## src/rtl/axi_burst_test_master.sv

```systemverilog
// AXI3 burst test initiator: writes an incrementing seed pattern to memory or reads it back and
// counts mismatches. One burst in flight at a time, and each burst stays inside a 4 KB page.
module axi_burst_test_master #(
    parameter int BW_ADDR       = 32,
    parameter int BW_DATA       = 32,
    parameter int BW_AXI_TID    = 4,
    parameter int TID           = 0,
    parameter int MAX_BURST_LEN = 16,
    parameter int BW_COUNT      = 16
) (
    input  logic                  clk,
    input  logic                  rst,

    input  logic                  cmd_valid,
    output logic                  cmd_ready,
    input  logic                  cmd_write,
    input  logic [BW_ADDR-1:0]    cmd_addr,
    input  logic [BW_COUNT-1:0]   cmd_num_word,
    input  logic [BW_DATA-1:0]    cmd_seed,
    output logic                  busy,
    output logic                  done,
    output logic [BW_COUNT-1:0]   error_count,
    output logic                  resp_error,

    output logic [BW_AXI_TID-1:0] sxawid,
    output logic [BW_ADDR-1:0]    sxawaddr,
    output logic [3:0]            sxawlen,
    output logic [2:0]            sxawsize,
    output logic [1:0]            sxawburst,
    output logic                  sxawvalid,
    input  logic                  sxawready,

    output logic [BW_AXI_TID-1:0] sxwid,
    output logic [BW_DATA-1:0]    sxwdata,
    output logic [BW_DATA/8-1:0]  sxwstrb,
    output logic                  sxwlast,
    output logic                  sxwvalid,
    input  logic                  sxwready,

    input  logic [BW_AXI_TID-1:0] sxbid,
    input  logic [1:0]            sxbresp,
    input  logic                  sxbvalid,
    output logic                  sxbready,

    output logic [BW_AXI_TID-1:0] sxarid,
    output logic [BW_ADDR-1:0]    sxaraddr,
    output logic [3:0]            sxarlen,
    output logic [2:0]            sxarsize,
    output logic [1:0]            sxarburst,
    output logic                  sxarvalid,
    input  logic                  sxarready,

    input  logic [BW_AXI_TID-1:0] sxrid,
    input  logic [BW_DATA-1:0]    sxrdata,
    input  logic [1:0]            sxrresp,
    input  logic                  sxrlast,
    input  logic                  sxrvalid,
    output logic                  sxrready
);

    localparam int BYTES   = BW_DATA / 8;
    localparam int SIZE    = $clog2(BYTES);
    localparam int BW_BEAT = 5;

    typedef enum logic [2:0] {S_IDLE, S_AW, S_W, S_B, S_AR, S_R, S_DONE} state_t;

    state_t state, state_nxt;

    logic [BW_ADDR-1:0]  addr_q;
    logic [BW_COUNT-1:0] remaining_q;
    logic [BW_COUNT-1:0] idx_q;
    logic [BW_DATA-1:0]  seed_q;
    logic [BW_BEAT-1:0]  beat_q;

    logic [12:0]         words_4k;
    logic [BW_BEAT-1:0]  rem_lim;
    logic [BW_BEAT-1:0]  beats;
    logic [BW_DATA-1:0]  pattern;
    logic                cmd_acc, aw_hs, w_hs, w_last, b_hs, ar_hs, r_hs, r_end;
    logic                burst_end, last_burst;

    // Response IDs are not checked; only one burst is ever outstanding.
    logic unused_ids;
    assign unused_ids = &{1'b0, sxbid, sxrid};

    // Burst size is derived from the live address and remaining count; both stay
    // constant while a burst is in flight, so AxLEN and the final update agree.
    always_comb begin
        words_4k = (13'd4096 - {1'b0, addr_q[11:0]}) >> SIZE;
        rem_lim  = (remaining_q > BW_COUNT'(MAX_BURST_LEN)) ? BW_BEAT'(MAX_BURST_LEN)
                                                            : BW_BEAT'(remaining_q);
        beats    = (13'(rem_lim) > words_4k) ? BW_BEAT'(words_4k) : rem_lim;
    end

    assign pattern    = seed_q + BW_DATA'(idx_q);
    assign cmd_acc    = cmd_valid && (state == S_IDLE);
    assign aw_hs      = (state == S_AW) && sxawready;
    assign w_hs       = (state == S_W)  && sxwready;
    assign w_last     = (beat_q == beats - BW_BEAT'(1));
    assign b_hs       = (state == S_B)  && sxbvalid;
    assign ar_hs      = (state == S_AR) && sxarready;
    assign r_hs       = (state == S_R)  && sxrvalid;
    assign r_end      = r_hs && sxrlast;
    assign burst_end  = b_hs || r_end;
    assign last_burst = (remaining_q == BW_COUNT'(beats));

    always_ff @(posedge clk) begin
        if (rst) state <= S_IDLE;
        else     state <= state_nxt;
    end

    always_comb begin
        state_nxt = state;
        case (state)
            S_IDLE: if (cmd_acc) begin
                if (cmd_num_word == '0) state_nxt = S_DONE;
                else if (cmd_write)     state_nxt = S_AW;
                else                    state_nxt = S_AR;
            end
            S_AW:   if (aw_hs)           state_nxt = S_W;
            S_W:    if (w_hs && w_last)  state_nxt = S_B;
            S_B:    if (b_hs)            state_nxt = last_burst ? S_DONE : S_AW;
            S_AR:   if (ar_hs)           state_nxt = S_R;
            S_R:    if (r_end)           state_nxt = last_burst ? S_DONE : S_AR;
            S_DONE:                      state_nxt = S_IDLE;
            default:                     state_nxt = S_IDLE;
        endcase
    end

    always_ff @(posedge clk) begin
        if (rst) begin
            addr_q      <= '0;
            remaining_q <= '0;
            idx_q       <= '0;
            seed_q      <= '0;
            beat_q      <= '0;
            error_count <= '0;
            resp_error  <= 1'b0;
        end else begin
            if (cmd_acc) begin
                addr_q      <= cmd_addr;
                remaining_q <= cmd_num_word;
                idx_q       <= '0;
                seed_q      <= cmd_seed;
                beat_q      <= '0;
                error_count <= '0;
                resp_error  <= 1'b0;
            end
            if (aw_hs) beat_q <= '0;
            if (w_hs) begin
                idx_q  <= idx_q + BW_COUNT'(1);
                beat_q <= beat_q + BW_BEAT'(1);
            end
            if (b_hs && sxbresp != 2'b00) resp_error <= 1'b1;
            if (r_hs) begin
                idx_q <= idx_q + BW_COUNT'(1);
                if (sxrresp != 2'b00) resp_error <= 1'b1;
                if (sxrdata != pattern && error_count != '1)
                    error_count <= error_count + BW_COUNT'(1);
            end
            if (burst_end) begin
                addr_q      <= addr_q + (BW_ADDR'(beats) << SIZE);
                remaining_q <= remaining_q - BW_COUNT'(beats);
            end
        end
    end

    // Address and data buses read zero outside their channel's state.
    always_comb begin
        cmd_ready = (state == S_IDLE);
        busy      = (state != S_IDLE);
        done      = (state == S_DONE);

        sxawid    = '0;
        sxawaddr  = '0;
        sxawlen   = '0;
        sxawsize  = '0;
        sxawburst = '0;
        sxawvalid = 1'b0;
        sxwid     = '0;
        sxwdata   = '0;
        sxwstrb   = '0;
        sxwlast   = 1'b0;
        sxwvalid  = 1'b0;
        sxbready  = 1'b0;
        sxarid    = '0;
        sxaraddr  = '0;
        sxarlen   = '0;
        sxarsize  = '0;
        sxarburst = '0;
        sxarvalid = 1'b0;
        sxrready  = 1'b0;

        case (state)
            S_AW: begin
                sxawvalid = 1'b1;
                sxawid    = BW_AXI_TID'(TID);
                sxawaddr  = addr_q;
                sxawlen   = 4'(beats - BW_BEAT'(1));
                sxawsize  = 3'(SIZE);
                sxawburst = 2'b01;
            end
            S_W: begin
                sxwvalid = 1'b1;
                sxwid    = BW_AXI_TID'(TID);
                sxwdata  = pattern;
                sxwstrb  = '1;
                sxwlast  = w_last;
            end
            S_B: sxbready = 1'b1;
            S_AR: begin
                sxarvalid = 1'b1;
                sxarid    = BW_AXI_TID'(TID);
                sxaraddr  = addr_q;
                sxarlen   = 4'(beats - BW_BEAT'(1));
                sxarsize  = 3'(SIZE);
                sxarburst = 2'b01;
            end
            S_R: sxrready = 1'b1;
            default: ;
        endcase
    end

endmodule

```

## config.mk

```make
export PLATFORM = sky130hd
export DESIGN_NAME = axi_burst_test_master
export DESIGN_NICKNAME = d
export VERILOG_FILES = /design/src/rtl/axi_burst_test_master.sv
export SDC_FILE = /design/constraint.sdc
export NUM_CORES = 1
export LEC_CHECK = 0
export BUFFER_PORTS_ARGS = -buffer_cell sky130_fd_sc_hd__buf_2
export CORE_ASPECT_RATIO = 0.6
export CORE_MARGIN = 10
export CORE_UTILIZATION = 48
export DETAILED_ROUTE_END_ITERATION = 7
export PLACE_DENSITY = 0.78
export SKIP_LAST_GASP = 1
export SYNTH_ARGS = -nofsm -noshare
export SYNTH_HDL_FRONTEND = slang
export SYNTH_SLANG_ARGS = --single-unit
```

## constraint.sdc

```tcl
create_clock -name clk -period 6.6 [get_ports clk]
set_input_delay 0.33 -clock clk [delete_from_list [all_inputs] [get_ports clk]]
set_output_delay 0.33 -clock clk [all_outputs]
set_load 0.01 [all_outputs]
```

==> results.yml, run 1 <==
outcome:
  status: "finished, final reports clean"
global_routing:
  antenna_found_initial: 2
  grt_usage_pct: 26.3
  grt_first_pass_wirelength_um: 55900
  overflow: 0
  grt_pass1_vias: 9827
  grt_max_degree: 85
worst_setup_path:
  arrival_ns: 6.45
  crit_type: "flop to flop"
  r2r_cells: 26
  start_kind: "flop"
  worstPathMaxFanout: 6
  r2r-start: "remaining_q[6]$_SDFFE_PP0P_"
  crit_path_end_kind: "flop"
  r2r-end: "addr_q[28]$_SDFFE_PP0P_"
  rrSetupSlack_ns: 0.43
  required_ns: 6.87
clock_network:
  cts-root-buf: "clkbuf_16"
  h-tree-depth: 4
  clk_path_buf_depth: 2
  cts_sinks: 121
  cts-hold-fix-buffers: 0
  numCtsBuffers: 17
  cts.clk_slew.worst_paths_ns: 0.06
  post_cts_buffers: 0
  tritoncts: "done"
  worstSkewPairLatency_ns: 0.42
  cts_resized: 0
place:
  placed_area_mm2: 0.0110
  portBuffers: 263
  place_congestion: 0.975
  hpwl_um: 28300
synth:
  ys_ff_latch: 121
  synth_flop_cell: "dfxtp_1"
  synth-seq-area-share_pct: 25.2
  synth-async-reset-ratio_pct: 0
  synth_area_mm2: 0.00962
  synth-edff-count: 0
  synth_warnings: 0
  ys_types: 87
  syn_inst: 1323
  syn_area_per_cell_um2: 7.27
hold_path:
  whs_path_depth: 3
  min_path_type: "primary input to flop"
  min_to: "seed_q[27]$_SDFFE_PP0P_"
  min_from: "cmd_seed[27]"
floorplanning:
  start_util_pct: 49.7
  design.core.area_mm2: 0.0194
  row_count: 39
  die_height_um: 130
  ioPinCount: 290
  die_w_um: 203
  die-area_mm2: 0.0263
sta:
  finalSetupTns_ns: 0
  period_share_pct: 93.5
  tightest_slew_ns: 1.19
  rsz0062_at_grt: "no"
  slew_viol_final: 0
  skew_ns: 0.0107
  slew_headroom_pct: 20.5
  setup_viol: 0
  hold_violations: 0
  fin_crit_ns: 6.17
  fmax_ghz: 0.162
final_layout:
  final_area_mm2: 0.0116
  drive_gt1_share_pct: 22.3
  fillCellCount: 1840
  nets: 1712
  final_cell_mix: "buf_2, nand2_1, nor2_1, dfxtp_1, a21oi_1"
  areaGrowthSynthToFinish_pct: 20.5
  multi_input_area_mm2: 0.00666
  seqCellArea_mm2: 0.00242
  final_common_cell: "buf_2"
drt:
  viasPerCell: 5.91
  ant_nets: 0
  drt_iter0_drc: 1338
  post_drt_wl_per_cell_um: 20.1
  wl_um: 36700
  num_vias: 10764
  route.detailed.drc: 0
  drtPass1Iterations: 6
run:
  max_cap_violations: 0
power_and_ir_drop:
  p_per_area_mw_per_mm2: 310
  ir_drop_mv: 0.213
  p_leak_nw: 5.19
[routing by layer]
layer	share of wire [%]	vias up	GRT usage, %
li1	-	5119	-
met1	46	5039	37.8
met2	40	571	36.4
met3	13	33	10.7
met4	0.94	2	3.67
met5	0.035	-	0
[critical path: stages, from the launching register on]
cell and delay [ns]:
dfxtp_1 0.36, or4_4 0.57, or3_4 0.39, nor4_4 0.27, buf_4 0.20, nand2_1 0.10, inv_1 0.08, ha_1 0.23
and4_1 0.18, a211oi_1 0.22, o21ai_0 0.16, nor2_1 0.31, buf_4 0.20, mux2i_1 0.22, inv_1 0.11, ha_1 0.32
nor2b_1 0.17, o21ai_0 0.09, nand2b_1 0.11, a21oi_1 0.16, or4_1 0.53, nor2_1 0.18, and4_1 0.26, and3_1 0.18
o21ai_0 0.09, a221oi_2 0.27, nor2_1 0.06
[final cells by class]
| type | count | share of cell area (%) |
|---|---|---|
| multi-input combinational | 1083 | 57.4 |
| inverter | 34 | 1.10 |
| clock buffer | 21 | 3.97 |
| sequential | 121 | 20.9 |
| tap | 266 | 2.87 |
| timing repair buffer | 283 | 12.7 |
| clock inverter | 11 | 1.05 |
| antenna | 1 | 0.0216 |
[state kept, by name (all words and copies together), names as in the netlist]
signal and cells:
addr_q 32, seed_q 32, error_count 16, idx_q 16
remaining_q 16, beat_q 5, state 3, resp_error 1
[worst max path at each step]
| stage | startpoint | endpoint | slack [ns] | depth (start not counted) |
|---|---|---|---|---|
| after floorplan | remaining_q[5]$_SDFFE_PP0P_ | addr_q[28]$_SDFFE_PP0P_ | 0.46 | 27 |
| after global placement | remaining_q[6]$_SDFFE_PP0P_ | addr_q[28]$_SDFFE_PP0P_ | 0.37 | 27 |
| after detailed placement | remaining_q[6]$_SDFFE_PP0P_ | addr_q[28]$_SDFFE_PP0P_ | 0.25 | 27 |
| after CTS | remaining_q[6]$_SDFFE_PP0P_ | addr_q[28]$_SDFFE_PP0P_ | 0.17 | 27 |
| after global routing | remaining_q[6]$_SDFFE_PP0P_ | addr_q[28]$_SDFFE_PP0P_ | 0.0004 | 27 |
| final | remaining_q[6]$_SDFFE_PP0P_ | addr_q[28]$_SDFFE_PP0P_ | 0.43 | 26 |
[power by group]
part / total (mW) / internal (mW) / switching [mW] / leakage, nW
logic: 1.61 / 0.581 / 1.03 / 3.93
clock network: 0.937 / 0.575 / 0.362 / 0.272
registers: 1.05 / 0.850 / 0.198 / 0.986
total: 3.59 / 2.01 / 1.59 / 5.19
[metrics by stage]
step                power [mW]  hold WS (ns)  instances  util [%]  setup slack, ns
floorplan                 2.09         0.440       1340         -            0.461
global placement          2.56         0.447       1787      56.7            0.366
detailed placement        2.60         0.453       1787      56.7            0.247
CTS                       3.54         0.140       1819      59.7            0.166
global route              3.81         0.140       1820      59.8         0.000415
finish                    3.59         0.144       1820      59.8            0.426
[kinds of logic after synthesis]
group	share of synthesized area, %
compound gates	22.2
flops	25.2
xor+xnor	7.31
simple gates	32.1
other cells	0.0390
fa+ha+maj	5.18
buf+inv	6.67
mux	1.29
[synthesized netlist by cell type, types with 13 or more instances]
master | instances | area, um2
nand2_1 | 171 | 642
nor2_1 | 157 | 589
dfxtp_1 | 121 | 2420
a21oi_1 | 115 | 576
clkbuf_1 | 57 | 214
and2_1 | 52 | 325
o21ai_0 | 51 | 255
and3_1 | 50 | 313
nor3_1 | 41 | 205
nand3_1 | 38 | 190
ha_1 | 35 | 438
xor2_1 | 35 | 307
inv_1 | 34 | 128
xnor2_1 | 32 | 280
buf_4 | 28 | 210
nand2b_1 | 21 | 131
a221oi_1 | 18 | 158
nand4_1 | 16 | 100
nor4_1 | 16 | 100
nor2b_1 | 14 | 87.6
o211ai_1 | 13 | 97.6
Power figures use the tool's default switching activity.
==> run 2: changes to the inputs <==
--- a/config.mk
+++ b/config.mk
@@ -7,9 +7,9 @@
 export LEC_CHECK = 0
 export BUFFER_PORTS_ARGS = -buffer_cell sky130_fd_sc_hd__buf_2
 export CORE_ASPECT_RATIO = 0.6
-export CORE_MARGIN = 10
 export CORE_UTILIZATION = 48
 export DETAILED_ROUTE_END_ITERATION = 7
+export GPL_TIMING_DRIVEN = 0
 export PLACE_DENSITY = 0.78
 export SKIP_LAST_GASP = 1
 export SYNTH_ARGS = -nofsm -noshare
==> run 2 against run 1 <==
  * The flow now finishes with violations (DRC)
  * Sequential share of layout area fell by 0.87 points
  * Worst hold slack better by 0.0023 ns
  * Sequential power decreased by 6%
  * Non-clock buffer count is 85 higher
  * Core utilization up 2.8 points
  * Via count is 6.0% higher
  * Largest cell class unchanged
  * Largest power group unchanged
  * Highest routed layer is now met4
==> results.yml, run 2 (synthesis gave the netlist of run 1 again) <==
final_layout:
  final_cell_mix: "buf_2, nand2_1, nor2_1, dfxtp_1, a21oi_1"
  drive_gt1_share_pct: 23.0
  largestRegisters: "addr_q x32, seed_q x32"
  final_common_cell: "buf_2"
  nets: 1797
  areaGrowthSynthToFinish_pct: 25.7
clock_network:
  numCtsBuffers: 17
  cts.clk_slew.worst_paths_ns: 0.06
  cts-root-buf: "clkbuf_16"
  clk_path_buf_depth: 2
  cts_sinks: 121
  cts-hold-fix-buffers: 0
  tritoncts: "done"
  h-tree-depth: 4
  worstSkewPairLatency_ns: 0.42
power_and_ir_drop:
  p_int_mw: 2.12
  switching_share_pct: 44.3
  ir_drop_mv: 0.219
  p_per_area_mw_per_mm2: 315
  power.share.combinational_pct: 47.7
  seq_power_share_pct: 26.0
  clkPwrFrac_pct: 26.3
  p_leak_nw: 5.44
  power_switching_mw: 1.69
sta:
  slew_viol_final: 0
  skew_ns: 0.0124
  hold_violations: 0
  fmax_ghz: 0.153
  setup_viol: 0
  holdWs_ns: 0.147
  slew_headroom_pct: 43.3
  fin_crit_ns: 6.53
  finalSetupTns_ns: 0
  period_share_pct: 99.0
  tightest_slew_ns: 0.842
  rsz0062_at_grt: "yes"
place:
  hpwl_um: 28500
  place_congestion: 0.978
  portBuffers: 262
worst_setup_path:
  slowest_delay_ns: 0.61
  worstPathMaxFanout: 8
  arrival_ns: 6.82
  rrSetupSlack_ns: 0.07
  r2r-end: "addr_q[28]$_SDFFE_PP0P_"
  required_ns: 6.88
  cp_common_cell: "o21a_1"
  start_kind: "flop"
  r2r_cells: 26
  crit_type: "flop to flop"
  r2r-start: "remaining_q[5]$_SDFFE_PP0P_"
  crit_start: "remaining_q[5]$_SDFFE_PP0P_"
  slowest_stage: "or4_4"
  crit_path_end_kind: "flop"
global_routing:
  grt_pass1_vias: 9710
  grt_first_pass_wirelength_um: 54900
  grt_max_degree: 17
  antenna_found_initial: 3
  grt_usage_pct: 34.5
  overflow: 0
drt:
  wl_um: 36700
  post_drt_wl_per_cell_um: 19.2
  viasPerCell: 5.99
  drt_iter0_drc: 1474
  ant_nets: 0
  drtPass1Iterations: 8
  num_vias: 11415
  route.detailed.drc: 2
run:
  max_cap_violations: 0
floorplanning:
  die-area_mm2: 0.0206
  die_w_um: 185
  start_util_pct: 49.8
  ioPinCount: 290
  die_height_um: 112
  design.core.area_mm2: 0.0193
  row_count: 39
hold_path:
  whs_path_depth: 3
  min_path_type: "primary input to flop"
  min_from: "cmd_seed[27]"
  min_to: "seed_q[27]$_SDFFE_PP0P_"
outcome:
  violations: "DRC"
  status: "complete, but fails checks"
[run 2: cell types whose count changed in the layout (fill, tap and decap cells not counted), sizes merged]
cell,change
clkinvlp,-2
inv,+1
bufinv,+2
buf,+28
diode,+2
clkinv,+1
clkbuf,+54
[run 2: how the worst max path moves through the flow]
stage / slack, ns / end / depth (start not counted)
finish: 0.07 / addr_q[28]$_SDFFE_PP0P_ / 26
global route: -0.16 / addr_q[28]$_SDFFE_PP0P_ / 26
CTS: -0.08 / addr_q[28]$_SDFFE_PP0P_ / 27
detailed placement: -0.81 / addr_q[28]$_SDFFE_PP0P_ / 27
global placement: -0.73 / addr_q[28]$_SDFFE_PP0P_ / 27
floorplan: 0.46 / addr_q[28]$_SDFFE_PP0P_ / 27
[run 2: timing repair]
item                       in CTS  in global routing
resized for setup              10                 12
buffers inserted                1                  3
gates cloned                    0                  0
pin swaps                       1                  4
setup endpoints to repair      16                 10
[run 2: per-layer routing]
metal | vias up | share of wire (%) | GRT usage [%]
met5 | - | 0 | 0
met4 | 0 | 1.8 | 6.78
met3 | 71 | 13 | 10.7
met2 | 744 | 39 | 45.8
met1 | 5314 | 46 | 53.3
li1 | 5286 | - | -
[run 2: power by group through the flow]
stage          Clock (mW)  Combinational, mW  Sequential [mW]
3_5_place_dp            0               1.68            0.995
6_report             1.00               1.82            0.991
4_1_cts              1.00               1.73            0.981
5_1_grt              1.04               1.95             1.00
3_3_place_gp            0               1.65            0.989
2_1_floorplan           0               1.15            0.950
[run 2: cell type report]
class | count | area (um2)
Antenna cell | 3 | 7.51
Clock buffer | 18 | 429
Multi-Input combinational cell | 1083 | 6730
Tap cell | 266 | 333
Clock inverter | 13 | 195
Sequential cell | 121 | 2420
Buffer | 102 | 514
Timing Repair Buffer | 266 | 1340
Inverter | 34 | 128
Fill cell | 1804 | 7230
[run 2: per-stage QoR]
step | instance area [um2] | utilization [%] | power, mW | setup WS, ns | instances
after global placement | 11300 | 58.6 | 2.64 | -0.730 | 1868
after detailed placement | 11300 | 58.6 | 2.68 | -0.812 | 1868
after CTS | 12000 | 62.1 | 3.71 | -0.0773 | 1900
after global routing | 12100 | 62.6 | 3.99 | -0.163 | 1906
final | 12100 | 62.6 | 3.81 | 0.0658 | 1906
after floorplan | 9680 | - | 2.09 | 0.461 | 1340
[run 2: worst max-delay path: cells and delay by family, from the launching register on]
family,cells,cell delay (ns)
muxes,1,0.32
adders and majority gates,2,0.70
AOI/OAI and AO/OA,8,1.33
buffers and inverters,2,0.25
and+or+nand+nor,13,3.38
DFF,1,0.39
